===== src/rtl/slot_counter.sv =====
// ---------------------------------------------------------------------------
// slot_counter
//
// Tracks free parking slots for two independent areas (normal and
// handicapped), drives a timed barrier-open command for each area and flags
// refused entries and impossible exits.
//
// Ports:
//   clk                 - single clock, all state changes on its rising edge
//   rst                 - synchronous, active-high reset
//   entry_normal        - raw (asynchronous) entry sensor, normal area
//   exit_normal         - raw (asynchronous) exit sensor, normal area
//   entry_handicapped   - raw (asynchronous) entry sensor, handicapped area
//   exit_handicapped    - raw (asynchronous) exit sensor, handicapped area
//   slots_normal        - registered free-slot count, normal area
//   slots_handicapped   - registered free-slot count, handicapped area
//   gate_normal         - registered barrier-open command, normal area
//   gate_handicapped    - registered barrier-open command, handicapped area
//   reject_normal       - one-cycle pulse: entry refused, normal area full
//   reject_handicapped  - one-cycle pulse: entry refused, handicapped area full
//   err                 - one-cycle pulse: exit seen while an area was empty
//                         of cars (count already at capacity), either area
// ---------------------------------------------------------------------------
module slot_counter #(
    parameter int unsigned CAP_NORMAL      = 20,
    parameter int unsigned CAP_HANDICAPPED = 4,
    parameter int unsigned GATE_CYCLES     = 8
) (
    input  logic       clk,
    input  logic       rst,
    input  logic       entry_normal,
    input  logic       exit_normal,
    input  logic       entry_handicapped,
    input  logic       exit_handicapped,
    output logic [4:0] slots_normal,
    output logic [4:0] slots_handicapped,
    output logic       gate_normal,
    output logic       gate_handicapped,
    output logic       reject_normal,
    output logic       reject_handicapped,
    output logic       err
);

    typedef enum logic {
        CLOSED,
        OPEN
    } gate_state_t;

    localparam logic [7:0] GATE_LOAD = 8'(GATE_CYCLES);

    // Sensor bit order: [0] entry_normal, [1] exit_normal,
    //                   [2] entry_handicapped, [3] exit_handicapped.
    // Area a uses bit 2a for entry and bit 2a+1 for exit.
    logic [3:0] sensor_raw;
    logic [3:0] sync_a;
    logic [3:0] sync_b;
    logic [3:0] sync_prev;
    logic [3:0] sensor_event;

    assign sensor_raw = {exit_handicapped, entry_handicapped, exit_normal, entry_normal};

    // Two-flop synchronizer per sensor, followed by a third flop holding the
    // previous synchronized level. Clearing every stage on reset means a
    // sensor held high across reset release still looks like a fresh rise.
    always_ff @(posedge clk) begin
        if (rst) begin
            sync_a    <= '0;
            sync_b    <= '0;
            sync_prev <= '0;
        end else begin
            sync_a    <= sensor_raw;
            sync_b    <= sync_a;
            sync_prev <= sync_b;
        end
    end

    // An event is a rising edge of the synchronized level: exactly one
    // cycle per sensor assertion no matter how long it is held.
    assign sensor_event = sync_b & ~sync_prev;

    for (genvar a = 0; a < 2; a++) begin : g_area
        localparam logic [4:0] CAP = (a == 0) ? 5'(CAP_NORMAL) : 5'(CAP_HANDICAPPED);

        logic        ent;
        logic        ext;
        logic        accept;
        logic [4:0]  count_q;
        logic [4:0]  count_d;
        gate_state_t state_q;
        gate_state_t state_d;
        logic [7:0]  timer_q;
        logic [7:0]  timer_d;
        logic        gate_q;
        logic        reject_q;
        logic        reject_d;
        logic        err_q;
        logic        err_d;

        assign ent = sensor_event[2*a];
        assign ext = sensor_event[2*a+1];

        // Slot accounting and gate FSM next state. A simultaneous entry and
        // exit cancel out on the count but the entering car is still let in,
        // even when the area looks full or empty. Otherwise an entry needs a
        // free slot and an exit needs an occupied one; an impossible request
        // leaves the count alone and raises reject or err instead.
        always_comb begin
            count_d  = count_q;
            state_d  = state_q;
            timer_d  = timer_q;
            accept   = 1'b0;
            reject_d = 1'b0;
            err_d    = 1'b0;

            if (ent && ext) begin
                accept = 1'b1;
            end else if (ent) begin
                if (count_q != 5'd0) begin
                    accept  = 1'b1;
                    count_d = count_q - 5'd1;
                end else begin
                    reject_d = 1'b1;
                end
            end else if (ext) begin
                if (count_q < CAP) begin
                    count_d = count_q + 5'd1;
                end else begin
                    err_d = 1'b1;
                end
            end

            // The timer holds the number of open cycles still to come,
            // including the current one; closing on the edge after it
            // reads 1 keeps the gate high for exactly GATE_CYCLES cycles.
            // A new car while open simply restarts the window.
            case (state_q)
                CLOSED: begin
                    if (accept) begin
                        state_d = OPEN;
                        timer_d = GATE_LOAD;
                    end
                end
                OPEN: begin
                    if (accept) begin
                        timer_d = GATE_LOAD;
                    end else if (timer_q <= 8'd1) begin
                        state_d = CLOSED;
                        timer_d = 8'd0;
                    end else begin
                        timer_d = timer_q - 8'd1;
                    end
                end
                default: begin
                    state_d = CLOSED;
                    timer_d = 8'd0;
                end
            endcase
        end

        // Area state registers. The gate output is registered from the next
        // state so it rises in the same cycle the count changes.
        always_ff @(posedge clk) begin
            if (rst) begin
                count_q  <= CAP;
                state_q  <= CLOSED;
                timer_q  <= 8'd0;
                gate_q   <= 1'b0;
                reject_q <= 1'b0;
                err_q    <= 1'b0;
            end else begin
                count_q  <= count_d;
                state_q  <= state_d;
                timer_q  <= timer_d;
                gate_q   <= (state_d == OPEN);
                reject_q <= reject_d;
                err_q    <= err_d;
            end
        end
    end

    assign slots_normal       = g_area[0].count_q;
    assign slots_handicapped  = g_area[1].count_q;
    assign gate_normal        = g_area[0].gate_q;
    assign gate_handicapped   = g_area[1].gate_q;
    assign reject_normal      = g_area[0].reject_q;
    assign reject_handicapped = g_area[1].reject_q;
    assign err                = g_area[0].err_q | g_area[1].err_q;

endmodule


===== config.mk =====
export PLATFORM = sky130hd
export DESIGN_NAME = slot_counter
export DESIGN_NICKNAME = d
export VERILOG_FILES = /design/src/rtl/slot_counter.sv
export SDC_FILE = /design/constraint.sdc
export NUM_CORES = 1
export LEC_CHECK = 0
export BUFFER_PORTS_ARGS = -buffer_cell sky130_fd_sc_hd__buf_2
export CAP_MARGIN = 40
export CORE_MARGIN = 2
export CORE_UTILIZATION = 62
export DETAILED_ROUTE_END_ITERATION = 10
export PLACE_DENSITY_LB_ADDON = 0.3
export SETUP_SLACK_MARGIN = 0.05
export SYNTH_ARGS = -nofsm -noshare
export SYNTH_HDL_FRONTEND = slang
export SYNTH_SLANG_ARGS = --single-unit

===== constraint.sdc =====
create_clock -name clk -period 4.1 [get_ports clk]
set_input_delay 0.205 -clock clk [delete_from_list [all_inputs] [get_ports clk]]
set_output_delay 0.205 -clock clk [all_outputs]
set_load 0.02 [all_outputs]

* Word level (Yosys, flattened, before mapping)
Index checks and enable logic that the tools add are counted. Widths: inputs -> output; s select.
Word-level totals: logic and storage cells 86, output and inout bits 15, bits in registers 44
Cells by class: reductions and logical operators 14, add/sub/neg operators 6, magnitude comparators 4, bitwise operators 11, multiplexer cells 34, equality and inequality tests 4
Operators by type and width (number):
- $mux 8 | 6
- $mux 5 | 8
- $pmux 8 s2 | 2
- $le 8x1->1 const B | 2
- $mux 1 | 16
- $sub 8x1->8 const B | 2
- $add 5x1->5 const B | 2
- $reduce_bool 5->1 | 2
- $sub 5x1->5 const B | 2
- $not 1->1 | 8
- $reduce_and 4->1 | 2
- $reduce_bool 2->1 | 4
- $reduce_or 4->1 | 2
- $reduce_or 3->1 | 2
- $lt 5x3->1 const B | 1
- $lt 5x5->1 const B | 1
- $and 4x4->4 | 1
- $ne 2x1->1 const B | 2
- $ne 2x2->1 const B | 2
- $not 4->4 | 1
- $pmux 1 s2 | 2
- $logic_and 1x1->1 | 2
- $or 1x1->1 | 1

* Depth between registers and ports, before layout
depth after elaboration 6, mapped depth 9

* Worst setup path before layout
Ideal clock, no wire load.
kind reg-to-reg, start register sync_b[2], end register g_area[1].count_q[4], in the netlist slots_handicapped[4], arrival time 1995 ps, buffers on the path 1, slack 2034 ps, setup time 71 ps, required time 4029 ps, stages on the path, launching flop included 10, path through dfxtp_1 nor2b_1 clkbuf_1 inv_1 fa_1 nand2b_1 a21oi_1 xnor2_1 or3_1 a21oi_1
On the way: word-level cells in the longest chain between the ends 4, elaborated cells on any way between the ends 8, classes of those cells 1 x eq/ne; 1 x mux; 2 x bitwise; 4 x reduce/logical
RTL lines:
- from (decl) | line 56 | logic [3:0] sync_b;
- from (signal assigned) | line 72 | sync_b <= sync_a;
- $and 4x4->4 * | line 79 | assign sensor_event = sync_b & ~sync_prev;
- branches (longest 3 deep; another with $reduce_and 4->1)
- to (signal assigned) | line 171 | count_q <= count_d;
- to (decl) | line 87 | logic [4:0] count_q;
Every way passes the cells marked *. A chain may end at the register's enable or synchronous reset.

* Final worst setup path
Ends and elaborated chain as after synthesis.

==> metrics.md <==
| Metric | Value |
|---|---|
| Status | finished clean |
| Setup TNS | 0 ps |
| CTS H-tree lvls | 2 |
| Share of cells above drive strength 1 | 0.139 |
| Routed Antenna Nets | 0 |
| Cts hold-fix bufs | 0 |
| Vias in the first global route | 1,422 |
| # Post-CTS Setup Buffers | 0 |
| DRT Pass-1 Iters | 4 |
| DRT iter0 DRCs | 80 |
| Worst-skew pair later-pin latency | 350 ps |
| Slew HR | 0.518 |
| VDD IR-drop max | 232 uV |
| Via count | 1,520 |
| Synthesized area per cell | 9.04 sq um |
| Worst-path clk slew | 120 ps |
| CTS tree | built |
| Final Hold Fails | 0 |
| Total Nets Final | 263 |
| Max-Cap Viols | 0 |
| Distinct cells, synth | 40 |
| Slew @ Worst Pin | 722 ps |
| Post-Synth XOR/XNOR Area | 0.0304 |
| Adder-Cell Fraction of Synth Area | 0.0819 |
| Grt ovf | 0 |
| Row count | 20 |
| CP endpoint kind | register |
| Gpl congestion | 0.833 |
| Startpoint types | register |
| Power Total | 0.765 mW |
| Slew Viols, Final | 0 |
| Simple-Gate Fraction of Synth Area | 0.267 |
| Leakage power | 0.892 nW |
| Syn-to-layout area delta | 9.99% |
| Initial Utilization | 0.655 |
| DP Wirelength | 2.45 mm |
| Dominant cells by area after synthesis | dfxtp_1 44%, ha_1 6.2%, a21oi_1 5.0% |
| GRT Util Overall | 0.214 |
| Clk_skew | 6.90 ps |
| YS warnings | 0 |
| Count of cells resized by post-cts repair | 0 |
| Yosys reg bits | 44 |
| First-pass GRT wire length | 5.89 mm |
| Crit-path max FO | 9 |
| Yosys top cell area share | 0.437 |
| Post-synthesis cell count | 223 |
| Compound-gate portion of the synthesized area | 0.117 |
| Commonest cells after routing, fill and taps aside | 44 x dfxtp_1, 26 x nor2_1, 20 x a21oi_1, 20 x buf_2, 16 x nor2b_1 |
| Data arrival time of the critical path | 2710 ps |
| Most common cell after layout, fill and taps aside | dfxtp_1 |
| Io pins | 21 |
| CTS Buf Count | 5 |
| Total Die Area | 3730 sq um |
| Via density | 5.26 |
| RSZ-0062 raised after global routing | no |
| Placeable Area | 3080 sq um |
| Clk sinks | 44 |
| Fmax | 411 MHz |
| Fin crit share | 0.593 |
| Crit path kind | register to register |
| CP Data Required Time | 4380 ps |
| Die Y | 61.0 microns |
| Power per cell area | 345 nW/um^2 |
| Drt wl/cell | 11.7 microns |
| Fin crit period | 2430 ps |
| Detailed Route WL | 3.37 mm |
| CTS max path bufs | 2 |
| Syn Nets | 241 |
| Min-delay worst type | primary input to register |
| Diode count | 0 |
| Clk root buf | clkbuf_4 |
| Final setup viols | 0 |
| Initial antenna violation count | 0 |
| Largest net degree at the start of global routing | 31 |
| Multiplexer area fraction after synthesis | 0.0360 |
| Die X-Extent | 61.0 microns |
| Seq/Total Area, Yosys | 0.437 |
| Combinational family with the most area after synthesis | simple AND/OR/NAND/NOR gates |
| Cell type with the largest total area after synthesis | dfxtp_1 |
| Post-Syn Area | 2020 sq um |
| I/O Buffers | 20 |
| Drt drc | 0 |
## final timing paths
check,startpoint,cells after the start,to,slack (ps)
worst max-delay path,sync_b[2]$_SDFF_PP0_,8,slots_handicapped[4]$_SDFFE_PP0P_,1670
worst min-delay path,entry_normal,2,sync_a[0]$_SDFF_PP0_,60
worst max register to register,sync_b[2]$_SDFF_PP0_,8,slots_handicapped[4]$_SDFFE_PP0P_,1670
worst min register to register,sync_prev[3]$_SDFF_PP0_,1,g_area[1].err_q$_SDFF_PP0_,430
## cells by family after synthesis
group	count (synthesis)
AO/OA/AOI/OAI	38
XOR/XNOR	7
adder cells (fa/ha/maj)	12
buffers and inverters	17
flip-flops	44
multiplexers	7
AND/OR/NAND/NOR	98
## cell type report
class	instances	area (sq um)
well taps	44	55.1
flip-flops and latches	44	881
fillers	249	860
clock buffers	7	65.1
repair buffers	20	100
inverters	12	45.0
multi-input cells	162	1070
## worst max-delay path, stage by stage, from the launching register on
cell and delay (ps):
dfxtp_1 340, nor2b_1 590, inv_1 120, fa_1 420, nand2b_1 160, a21oi_1 160
xnor2_1 100, or3_1 330, a21oi_1 140
## sequential cells by signal, indices dropped and copies added, names as in the netlist
name	cells
g_area.err_q	2
g_area.timer_q	16
gate_handicapped	1
gate_normal	1
reject_handicapped	1
reject_normal	1
slots_handicapped	5
slots_normal	5
sync_a	4
sync_b	4
sync_prev	4
## synthesized netlist by cell type
master / number
ha_1: 10
nand3_1: 3
clkbuf_1: 5
a21o_1: 2
o21ai_1: 2
nor4b_1: 1
o21bai_1: 1
xor2_1: 1
nand3b_1: 1
inv_1: 12
or3_4: 1
nand2_1: 8
nor3_1: 11
o21ba_2: 1
a311o_1: 1
xnor2_1: 6
and2_1: 1
or4b_1: 1
fa_1: 2
nor2_1: 26
or2_2: 1
nand2b_1: 11
or4_1: 4
dfxtp_1: 44
a21oi_1: 20
nor4_2: 1
mux2i_1: 5
o31ai_1: 1
a211oi_1: 2
mux2_2: 2
nor4bb_1: 1
or3_1: 6
o21ai_0: 6
nor4_1: 1
a211o_1: 1
nand4_1: 1
a31oi_4: 1
nor2b_1: 16
and3_1: 2
or2_0: 1
## metrics by stage
stage	area, sq um	std cells	setup WS (ps)	hold WS [ps]	util
2_1_floorplan	2020	223	2030	284	-
3_3_place_gp	2150	282	1790	405	0.700
3_5_place_dp	2150	282	1710	419	0.700
4_1_cts	2220	289	1670	49.6	0.721
5_1_grt	2220	289	1470	52.3	0.721
6_report	2220	289	1670	55.7	0.721
## metal layers
metal	GRT usage	vias to the layer above	routed length, microns
met5	0	-	0
met4	0.0652	0	53
met3	0.0756	6	128
met2	0.362	26	1620
met1	0.255	679	1570
li1	-	809	-
## power breakdown
part           internal (mW)  total [mW]  switching, mW  leakage, nW
logic                 0.0353      0.0841         0.0488        0.497
clock network         0.0974       0.230          0.133       0.0374
registers              0.440       0.451         0.0107        0.358
total                  0.573       0.765          0.192        0.892
Power figures use the tool's default switching activity.
